===== src/rtl/board_mem_arbiter_if.sv =====
// board_mem_arbiter_if
//   Bundles the four board clients' request/grant handshakes and the RAM-side
//   control lines of the gameboard memory arbiter.
//
//   Per client x in {init, flip, vali, vga}:
//     req_x     client requests the RAM, held for the whole access burst
//     addr_x    client address
//     data_x    client write data
//     wren_x    client write enable
//     gnt_x     grant (one-hot or all zero)
//     rvalid_x  RAM q holds client x read data this cycle
//   RAM side:
//     addr_out, data_out, wren_out  muxed RAM controls
//     busy                          any grant held
//
//   Modports: master = client/RAM side (drives requests), slave = arbiter.
interface board_mem_arbiter_if #(
  parameter int ADDR_W = 7,
  parameter int DATA_W = 2
);
  logic              req_init, req_flip, req_vali, req_vga;
  logic [ADDR_W-1:0] addr_init, addr_flip, addr_vali, addr_vga;
  logic [DATA_W-1:0] data_init, data_flip, data_vali, data_vga;
  logic              wren_init, wren_flip, wren_vali, wren_vga;
  logic              gnt_init, gnt_flip, gnt_vali, gnt_vga;
  logic              rvalid_init, rvalid_flip, rvalid_vali, rvalid_vga;
  logic [ADDR_W-1:0] addr_out;
  logic [DATA_W-1:0] data_out;
  logic              wren_out;
  logic              busy;

  modport master (
    output req_init, req_flip, req_vali, req_vga,
    output addr_init, addr_flip, addr_vali, addr_vga,
    output data_init, data_flip, data_vali, data_vga,
    output wren_init, wren_flip, wren_vali, wren_vga,
    input  gnt_init, gnt_flip, gnt_vali, gnt_vga,
    input  rvalid_init, rvalid_flip, rvalid_vali, rvalid_vga,
    input  addr_out, data_out, wren_out, busy
  );

  modport slave (
    input  req_init, req_flip, req_vali, req_vga,
    input  addr_init, addr_flip, addr_vali, addr_vga,
    input  data_init, data_flip, data_vali, data_vga,
    input  wren_init, wren_flip, wren_vali, wren_vga,
    output gnt_init, gnt_flip, gnt_vali, gnt_vga,
    output rvalid_init, rvalid_flip, rvalid_vali, rvalid_vga,
    output addr_out, data_out, wren_out, busy
  );
endinterface


===== src/rtl/board_mem_arbiter.sv =====
// board_mem_arbiter
//   Request/grant arbiter for the single-port 128 x 2-bit gameboard RAM shared
//   by the initializer, flipper, validator and VGA scanner. A granted client
//   keeps the RAM until it drops its request; release and re-grant happen on
//   the same edge. Read-valid strobes line up with the RAM's one-cycle read
//   latency. A starvation counter promotes the VGA scanner above flip/vali
//   once it has waited STARVE_LIMIT cycles.
//
//   Ports:
//     clock  system clock, all state on the rising edge
//     reset  asynchronous, active-low reset
//     bus    board_mem_arbiter_if.slave (client handshakes + RAM controls)
module board_mem_arbiter #(
  parameter int ADDR_W       = 7,
  parameter int DATA_W       = 2,
  parameter int STARVE_LIMIT = 64
) (
  input  logic                  clock,
  input  logic                  reset,
  board_mem_arbiter_if.slave    bus
);

  typedef enum logic [2:0] {
    OWN_NONE,
    OWN_INIT,
    OWN_FLIP,
    OWN_VALI,
    OWN_VGA
  } owner_t;

  localparam logic [7:0] LIMIT = 8'(STARVE_LIMIT);

  owner_t     owner_q, owner_d;
  logic [7:0] starve_cnt, starve_d;
  logic       owner_req;
  logic       promote;

  assign promote = (starve_cnt == LIMIT);

  // Request line of whoever currently owns the RAM.
  always_comb begin
    owner_req = 1'b0;
    case (owner_q)
      OWN_INIT: owner_req = bus.req_init;
      OWN_FLIP: owner_req = bus.req_flip;
      OWN_VALI: owner_req = bus.req_vali;
      OWN_VGA:  owner_req = bus.req_vga;
      default:  owner_req = 1'b0;
    endcase
  end

  // Arbitrate only when the RAM is free or the owner is letting go, so a new
  // winner takes over on the very edge the owner releases.
  always_comb begin
    owner_d = owner_q;
    if (owner_q == OWN_NONE || !owner_req) begin
      if (bus.req_init)                owner_d = OWN_INIT;
      else if (promote && bus.req_vga) owner_d = OWN_VGA;
      else if (bus.req_flip)           owner_d = OWN_FLIP;
      else if (bus.req_vali)           owner_d = OWN_VALI;
      else if (bus.req_vga)            owner_d = OWN_VGA;
      else                             owner_d = OWN_NONE;
    end
  end

  // Counts cycles VGA has been waiting; any gap in its request or a grant
  // restarts the count.
  always_comb begin
    starve_d = starve_cnt;
    if (!bus.req_vga || owner_q == OWN_VGA)
      starve_d = 8'd0;
    else if (starve_cnt < LIMIT)
      starve_d = starve_cnt + 8'd1;
  end

  always_ff @(posedge clock or negedge reset) begin
    if (!reset) begin
      owner_q    <= OWN_NONE;
      starve_cnt <= 8'd0;
    end else begin
      owner_q    <= owner_d;
      starve_cnt <= starve_d;
    end
  end

  // Grants decode straight from the owner flop, so they change only at edges
  // (or on reset) and are one-hot by construction.
  assign bus.gnt_init = (owner_q == OWN_INIT);
  assign bus.gnt_flip = (owner_q == OWN_FLIP);
  assign bus.gnt_vali = (owner_q == OWN_VALI);
  assign bus.gnt_vga  = (owner_q == OWN_VGA);
  assign bus.busy     = (owner_q != OWN_NONE);

  // A read presented this cycle appears on RAM q next cycle; flag it then.
  always_ff @(posedge clock or negedge reset) begin
    if (!reset) begin
      bus.rvalid_init <= 1'b0;
      bus.rvalid_flip <= 1'b0;
      bus.rvalid_vali <= 1'b0;
      bus.rvalid_vga  <= 1'b0;
    end else begin
      bus.rvalid_init <= bus.gnt_init & bus.req_init & ~bus.wren_init;
      bus.rvalid_flip <= bus.gnt_flip & bus.req_flip & ~bus.wren_flip;
      bus.rvalid_vali <= bus.gnt_vali & bus.req_vali & ~bus.wren_vali;
      bus.rvalid_vga  <= bus.gnt_vga  & bus.req_vga  & ~bus.wren_vga;
    end
  end

  // RAM control mux. Write enable is gated by the owner's live request so a
  // write is suppressed in the cycle the owner drops out.
  always_comb begin
    bus.addr_out = '0;
    bus.data_out = '0;
    bus.wren_out = 1'b0;
    case (owner_q)
      OWN_INIT: begin
        bus.addr_out = bus.addr_init;
        bus.data_out = bus.data_init;
        bus.wren_out = bus.wren_init & bus.req_init;
      end
      OWN_FLIP: begin
        bus.addr_out = bus.addr_flip;
        bus.data_out = bus.data_flip;
        bus.wren_out = bus.wren_flip & bus.req_flip;
      end
      OWN_VALI: begin
        bus.addr_out = bus.addr_vali;
        bus.data_out = bus.data_vali;
        bus.wren_out = bus.wren_vali & bus.req_vali;
      end
      OWN_VGA: begin
        bus.addr_out = bus.addr_vga;
        bus.data_out = bus.data_vga;
        bus.wren_out = bus.wren_vga & bus.req_vga;
      end
      default: begin
        bus.addr_out = '0;
        bus.data_out = '0;
        bus.wren_out = 1'b0;
      end
    endcase
  end

endmodule


===== src/flat_wrapper.sv =====
// flat-port wrapper written by rule: the top's interface ports become plain ports
module board_mem_arbiter_flat 
#(
  parameter int ADDR_W       = 7,
  parameter int DATA_W       = 2,
  parameter int STARVE_LIMIT = 64
)
  (clock, reset, bus_req_init, bus_req_flip, bus_req_vali, bus_req_vga, bus_addr_init, bus_addr_flip, bus_addr_vali, bus_addr_vga, bus_data_init, bus_data_flip, bus_data_vali, bus_data_vga, bus_wren_init, bus_wren_flip, bus_wren_vali, bus_wren_vga, bus_gnt_init, bus_gnt_flip, bus_gnt_vali, bus_gnt_vga, bus_rvalid_init, bus_rvalid_flip, bus_rvalid_vali, bus_rvalid_vga, bus_addr_out, bus_data_out, bus_wren_out, bus_busy);
  board_mem_arbiter_if #(.ADDR_W(ADDR_W), .DATA_W(DATA_W)) bus_i ();
  input  logic clock;
  input  logic reset;
  input wire logic [$bits(bus_i.req_init)-1:0] bus_req_init;
  input wire logic [$bits(bus_i.req_flip)-1:0] bus_req_flip;
  input wire logic [$bits(bus_i.req_vali)-1:0] bus_req_vali;
  input wire logic [$bits(bus_i.req_vga)-1:0] bus_req_vga;
  input wire logic [$bits(bus_i.addr_init)-1:0] bus_addr_init;
  input wire logic [$bits(bus_i.addr_flip)-1:0] bus_addr_flip;
  input wire logic [$bits(bus_i.addr_vali)-1:0] bus_addr_vali;
  input wire logic [$bits(bus_i.addr_vga)-1:0] bus_addr_vga;
  input wire logic [$bits(bus_i.data_init)-1:0] bus_data_init;
  input wire logic [$bits(bus_i.data_flip)-1:0] bus_data_flip;
  input wire logic [$bits(bus_i.data_vali)-1:0] bus_data_vali;
  input wire logic [$bits(bus_i.data_vga)-1:0] bus_data_vga;
  input wire logic [$bits(bus_i.wren_init)-1:0] bus_wren_init;
  input wire logic [$bits(bus_i.wren_flip)-1:0] bus_wren_flip;
  input wire logic [$bits(bus_i.wren_vali)-1:0] bus_wren_vali;
  input wire logic [$bits(bus_i.wren_vga)-1:0] bus_wren_vga;
  output wire logic [$bits(bus_i.gnt_init)-1:0] bus_gnt_init;
  output wire logic [$bits(bus_i.gnt_flip)-1:0] bus_gnt_flip;
  output wire logic [$bits(bus_i.gnt_vali)-1:0] bus_gnt_vali;
  output wire logic [$bits(bus_i.gnt_vga)-1:0] bus_gnt_vga;
  output wire logic [$bits(bus_i.rvalid_init)-1:0] bus_rvalid_init;
  output wire logic [$bits(bus_i.rvalid_flip)-1:0] bus_rvalid_flip;
  output wire logic [$bits(bus_i.rvalid_vali)-1:0] bus_rvalid_vali;
  output wire logic [$bits(bus_i.rvalid_vga)-1:0] bus_rvalid_vga;
  output wire logic [$bits(bus_i.addr_out)-1:0] bus_addr_out;
  output wire logic [$bits(bus_i.data_out)-1:0] bus_data_out;
  output wire logic [$bits(bus_i.wren_out)-1:0] bus_wren_out;
  output wire logic [$bits(bus_i.busy)-1:0] bus_busy;
  assign bus_i.req_init = bus_req_init;
  assign bus_i.req_flip = bus_req_flip;
  assign bus_i.req_vali = bus_req_vali;
  assign bus_i.req_vga = bus_req_vga;
  assign bus_i.addr_init = bus_addr_init;
  assign bus_i.addr_flip = bus_addr_flip;
  assign bus_i.addr_vali = bus_addr_vali;
  assign bus_i.addr_vga = bus_addr_vga;
  assign bus_i.data_init = bus_data_init;
  assign bus_i.data_flip = bus_data_flip;
  assign bus_i.data_vali = bus_data_vali;
  assign bus_i.data_vga = bus_data_vga;
  assign bus_i.wren_init = bus_wren_init;
  assign bus_i.wren_flip = bus_wren_flip;
  assign bus_i.wren_vali = bus_wren_vali;
  assign bus_i.wren_vga = bus_wren_vga;
  assign bus_gnt_init = bus_i.gnt_init;
  assign bus_gnt_flip = bus_i.gnt_flip;
  assign bus_gnt_vali = bus_i.gnt_vali;
  assign bus_gnt_vga = bus_i.gnt_vga;
  assign bus_rvalid_init = bus_i.rvalid_init;
  assign bus_rvalid_flip = bus_i.rvalid_flip;
  assign bus_rvalid_vali = bus_i.rvalid_vali;
  assign bus_rvalid_vga = bus_i.rvalid_vga;
  assign bus_addr_out = bus_i.addr_out;
  assign bus_data_out = bus_i.data_out;
  assign bus_wren_out = bus_i.wren_out;
  assign bus_busy = bus_i.busy;
  board_mem_arbiter #(.ADDR_W(ADDR_W), .DATA_W(DATA_W), .STARVE_LIMIT(STARVE_LIMIT)) u_core (.clock(clock), .reset(reset), .bus(bus_i));
endmodule

===== config.mk =====
export PLATFORM = sky130hd
export DESIGN_NAME = board_mem_arbiter_flat
export DESIGN_NICKNAME = d
export VERILOG_FILES = /design/src/rtl/board_mem_arbiter_if.sv /design/src/rtl/board_mem_arbiter.sv /design/src/flat_wrapper.sv
export SDC_FILE = /design/constraint.sdc
export NUM_CORES = 1
export LEC_CHECK = 0
export BUFFER_PORTS_ARGS = -buffer_cell sky130_fd_sc_hd__clkbuf_2
export CAP_MARGIN = 20
export CORE_MARGIN = 3
export CORE_UTILIZATION = 43
export DETAILED_ROUTE_END_ITERATION = 6
export HOLD_SLACK_MARGIN = 0.15
export PLACE_DENSITY = 0.92
export SLEW_MARGIN = 30
export SYNTH_ARGS = -nofsm -noshare
export SYNTH_HDL_FRONTEND = slang
export SYNTH_SLANG_ARGS = --single-unit

===== constraint.sdc =====
create_clock -name clock -period 1.9 [get_ports clock]
set_clock_uncertainty 0.2 [all_clocks]
set_input_delay 0.19 -clock clock [delete_from_list [all_inputs] [get_ports clock]]
set_output_delay 0.19 -clock clock [all_outputs]
set_load 0.02 [all_outputs]

After elaboration in Yosys (flattened, before gate mapping)
Index checks and enable logic that the tools add are counted.
W data, S select, Z words.
{ "word_totals": {"regBits": 15, "latchBits": 0, "mem_bits_rw": 0, "mem_bits_ro": 0, "inputBits": 46, "output_inout_bits": 19, "elab_cells": 48, "n_memories": 0} }
{ "classes": {"n_addsub": 1, "n_mul": 0, "n_div": 0, "magnitude_cmp": 1, "n_eq_ne": 5, "shift": 0, "mux": 11, "bitwise": 16, "n_reduce_logical": 8} }
{ "op_table": {"columns": ["cell", "count"], "rows": [
  ["$pmux W7 S4", 1],
  ["$mux W8", 2],
  ["$mux W3", 5],
  ["$and A1 B1 Y1", 12],
  ["$add A8 B1 Y8 const B", 1],
  ["$eq A8 B7 Y1 const B", 1],
  ["$lt A8 B7 Y1 const B", 1],
  ["$pmux W1 S4", 2],
  ["$pmux W2 S4", 1],
  ["$eq A3 B2 Y1 const B", 2],
  ["$not A1 Y1", 4],
  ["$eq A3 B1 Y1 const B", 1],
  ["$eq A3 B3 Y1 const B", 1],
  ["$logic_not A3 Y1", 1],
  ["$reduce_bool A3 Y1", 1],
  ["$logic_not A1 Y1", 2],
  ["$logic_or A1 B1 Y1", 2],
  ["$reduce_bool A2 Y1", 1],
  ["$logic_and A1 B1 Y1", 1]
]} }

Longest topological paths before layout
{ "logic_depth": {"ltp_word": 5, "mapped_depth": 5, "mapped_depth_nobuf": 5} }

Worst setup path after synthesis
Ideal clock, no wire load.
{ "synth_timing": {"path_type": "flip-flop to flip-flop", "from": "register u_core.owner_q[2]", "to": "register u_core.starve_cnt[6]", "setup_time_ps": 121, "arrival_ps": 1465, "required_ps": 1579, "setup_slack_ps": 114, "path_stages_with_launch": 5, "cell_sequence": "dfrtp_1 nor3b_1 nand2b_1 buf_2 nor2_1"} }
{ "synth_via": {"elab_chain_len": 3, "elab_cells_between_ends": 4} }
{ "synth_lines": {"columns": ["element", "line", "text"], "rows": [
  ["from (decl)", "board_mem_arbiter.sv:33", "owner_t owner_q, owner_d;"],
  ["from (signal assigned)", "board_mem_arbiter.sv:81", "owner_q <= owner_d;"],
  ["$eq A3 B3 Y1 (*)", null, null],
  ["net bus_gnt_vga", "flat_wrapper.sv:31", "output wire logic [$bits(bus_i.gnt_vga)-1:0] bus_gnt_vga;"],
  ["$logic_or A1 B1 Y1 (*)", "board_mem_arbiter.sv:70", "if (!bus.req_vga || owner_q == OWN_VGA)"],
  ["$mux W8 or $reduce_bool A2 Y1 (tied branches)", null, null],
  ["to (signal assigned)", "board_mem_arbiter.sv:82", "starve_cnt <= starve_d;"],
  ["to (decl)", "board_mem_arbiter.sv:34", "logic [7:0] starve_cnt, starve_d;"]
]} }
The timed path passes the listed nets; every way through them passes the cells marked *.
A chain may end at the register's enable or synchronous reset.

Worst setup path after layout
{ "layout_timing": {"from": "register u_core.owner_q[0]", "to": "output port bus_wren_out"} }
{ "layout_via": {"elab_chain_len": 2, "elab_cells_between_ends": 5} }
{ "layout_lines": {"columns": ["element", "line", "text"], "rows": [
  ["$eq A3 B3 Y1 (tied with other cells)", "board_mem_arbiter.sv:115", "case (owner_q)"],
  ["$pmux W1 S4 (*)", "board_mem_arbiter.sv:115", null],
  ["to (decl)", "flat_wrapper.sv:38", "output wire logic [$bits(bus_i.wren_out)-1:0] bus_wren_out;"]
]} }
Every way passes the cells marked *; elsewhere a longest branch is shown, timed or not.

==> flow_summary.yaml <==
clock_tree:
  cts_buffers: 3
  cts_htree_levels: 1
  cts-root-buf: "clkbuf_4"
  cts_tree: "built"
  clock_sinks: 15
  clkTransAtPathRegs_ps: 90
  clock_latency_ps: 290
  clk_path_buf_depth: 2
placed_design:
  place.gp.congestion: 0.8146
  placement.io_buffers: 64
  hpwl_um: 2618
logic_synthesis:
  synth-main-ff-cell: "dfrtp_1"
  ys_async_sr_fraction_pct: 100.0
  synth_top_cell_by_area: "dfrtp_1"
  synth_warnings: 0
  syn_avg_cell_area_um2: 9.053
  ys_seq_area_share_pct: 34.84
  synth_top_area_share_pct: 34.84
  synth_edf_count: 0
  synthTopCellsByArea: "dfrtp_1, mux2i_1, a22oi_1"
  synth_cell_types: 37
  synthCells: 119
  syn_area_um2: 1077
  synth_nets: 167
  ys_seq_elements: 15
layout:
  n_antenna_cell: 0
  syn2layout_area_growth_pct: 70.27
  drive_above_1_share_pct: 53.66
  final_nets: 254
run_status:
  violations: "negative setup slack"
  outcome: "finished with violations"
sta:
  period_needed_ps: 2095
  slew_violations: 0
  post-route-period-util_pct: 110.3
  tns_ps: -1335
  finalWorstSetupSlack_ps: -195.5
  rsz0062_at_grt: "yes"
  hold_violations: 0
  worst_slew_pin_slew_ps: 523.2
  whs_ps: 146.7
  clock.fmax_ghz: 0.4772
  setup_viol: 13
  slew_headroom_pct: 65.05
critical_path:
  cp_max_fo: 7
  cp-start-kind: "register"
  end_kind: "output pin"
  r2r_end: "u_core.bus.rvalid_init"
  ff2ff_setup_slack_ps: -70
  r2r-start: "u_core.owner_q[2]"
  reg2reg_depth: 3
  required_ps: 1510
  worstPathArrival_ps: 1710
  setup.worst_path.class: "reg -> out"
routing:
  drt_iter0_drc: 99
  routed_via_density: 6.215
  dr_total_vias: 1448
  first_pass_iters: 7
  routed_wl_um: 4962
  drcViolationCount: 0
  post_drt_wl_per_cell_um: 21.30
  ant_nets: 0
grt:
  grt_pass1_wl_um: 6361
  grt_start_max_net_pins: 16
  track_usage_pct: 25.11
  antenna_found_initial: 0
  grt_pass1_vias: 1405
  overflow: 0
floorplan:
  rows: 17
  start_util_pct: 46.90
  pin_count: 65
  die_w_um: 56.06
  core_area_um2: 2297
  dieArea_um2: 3142
  die_y_um: 56.06
power_and_ir_drop:
  p_leak_nw: 0.9235
  ir_drop_v: 0.0005298
  power.density_nw_per_um2: 662.1
worst_hold_path:
  hold_path_class: "in -> async"
job:
  cap_violations: 0
-- layout by cell type (no fill, tap or decap), types with 2 or more instances in the layout --
| master | count |
|---|---|
| a211o_1 | 2 |
| a21oi_1 | 4 |
| a22oi_2 | 8 |
| a31oi_1 | 2 |
| buf_4 | 14 |
| buf_6 | 3 |
| buf_8 | 2 |
| clkbuf_2 | 54 |
| clkbuf_4 | 5 |
| dfrtp_1 | 12 |
| dfrtp_2 | 3 |
| dlygate4sd3_1 | 10 |
| ha_1 | 2 |
| inv_1 | 6 |
| mux2i_1 | 10 |
| nand2_1 | 5 |
| nand2b_1 | 2 |
| nand3_1 | 2 |
| nand4b_1 | 2 |
| nor2_1 | 10 |
| nor2b_4 | 2 |
| nor4b_2 | 3 |
| o21ai_0 | 2 |
| o22ai_1 | 7 |
| o22ai_2 | 2 |
| o31ai_1 | 2 |
| or3_1 | 2 |
| or4bb_4 | 2 |
| xnor2_1 | 2 |
-- worst max-delay path, stage by stage (launching register included) --
cell and delay [ps]:
dfrtp_2 500, buf_12 170, nand4b_1 220, a31oi_1 250
a31o_2 170, buf_8 110
-- what timing repair did --
action,4_1_cts,5_1_grt
endpoints found under the hold margin,22,0
setup buffers,4,6
hold buffers,11,0
endpoints found under the setup margin,13,15
gates cloned,0,1
pin swaps,4,7
gates resized for setup,27,25
-- where the power goes --
part	switching [mW]	leakage [nW]	total (mW)	internal (mW)
clock network	0.100	0.0150	0.182	0.0817
logic	0.353	0.711	0.666	0.312
registers	0.0284	0.198	0.367	0.338
-- cells in the mapped netlist, types with 2 or more instances --
| library cell | count |
|---|---|
| nor2b_1 | 2 |
| buf_2 | 5 |
| o22ai_1 | 9 |
| o21ai_0 | 2 |
| nand3_1 | 2 |
| mux2i_1 | 11 |
| nand2b_1 | 3 |
| nor3b_1 | 2 |
| clkbuf_1 | 2 |
| nand2_1 | 5 |
| a22oi_1 | 9 |
| a21oi_1 | 4 |
| a211o_1 | 2 |
| nor4b_1 | 3 |
| inv_1 | 6 |
| o31ai_1 | 2 |
| ha_1 | 2 |
| nand4b_1 | 2 |
| a31oi_1 | 2 |
| or3_1 | 2 |
| or4bb_1 | 2 |
| xnor2_1 | 2 |
| nor2_1 | 10 |
| dfrtp_1 | 15 |
-- flip-flops by register name, indices dropped and copies added, names as in the netlist --
signal                  count
u_core.bus.rvalid_flip      1
u_core.bus.rvalid_init      1
u_core.bus.rvalid_vali      1
u_core.bus.rvalid_vga       1
u_core.owner_q              3
u_core.starve_cnt           8
-- final cells by class --
class,count,area [µm²]
Multi-Input combinational cell,91,765.7
Timing Repair Buffer,89,605.6
Fill cell,128,462.9
Sequential cell,15,379.1
Tap cell,28,35.03
Clock buffer,4,26.28
Inverter,6,22.52
-- worst max-delay path by stage --
stage | from | endpoint | slack, ps | depth (start not counted)
after global placement | u_core.owner_q[0] | bus_addr_out[3] | 180 | 5
after floorplan | u_core.owner_q[2] | u_core.starve_cnt[6] | 110 | 4
final | u_core.owner_q[0] | bus_wren_out | -200 | 5
after detailed placement | u_core.owner_q[1] | bus_addr_out[3] | 110 | 3
after CTS | u_core.owner_q[0] | bus_data_out[0] | -40 | 5
after global routing | u_core.owner_q[0] | bus_wren_out | -200 | 5
-- cells by family (layout without fill, tap and decap cells) --
group                    count (synthesis)  count (layout)  share of synthesized area [%]
flip-flops                              15              15                          34.84
multiplexers                            11              11                          10.22
adder cells (fa/ha/maj)                  2               2                          2.323
XOR/XNOR                                 2               2                          1.626
buffers and inverters                   14              99                          5.458
AO/OA/AOI/OAI                           35              35                          22.76
AND/OR/NAND/NOR                         40              41                          22.77
-- routing by layer --
layer	vias to the layer above	GRT usage, %	routed length (µm)
li1	625	-	-
met2	145	44.07	2342
met4	0	14.24	267
met3	35	4.176	625
met5	-	0	0
met1	643	28.35	1726
-- through the flow --
| stage | power [mW] | cell area [µm²] | worst slack, ps | std cells | utilization (%) |
|---|---|---|---|---|---|
| after floorplan | 0.6496 | 1077 | 113.7 | 119 | - |
| after global placement | 0.8018 | 1434 | 176.9 | 208 | 62.42 |
| after detailed placement | 0.8189 | 1434 | 106.0 | 208 | 62.42 |
| after CTS | 1.111 | 1700 | -43.45 | 226 | 74.02 |
| after global routing | 1.258 | 1834 | -205.0 | 233 | 79.85 |
| final | 1.214 | 1834 | -195.5 | 233 | 79.85 |
Note: power is estimated with default switching activity, not from simulation.
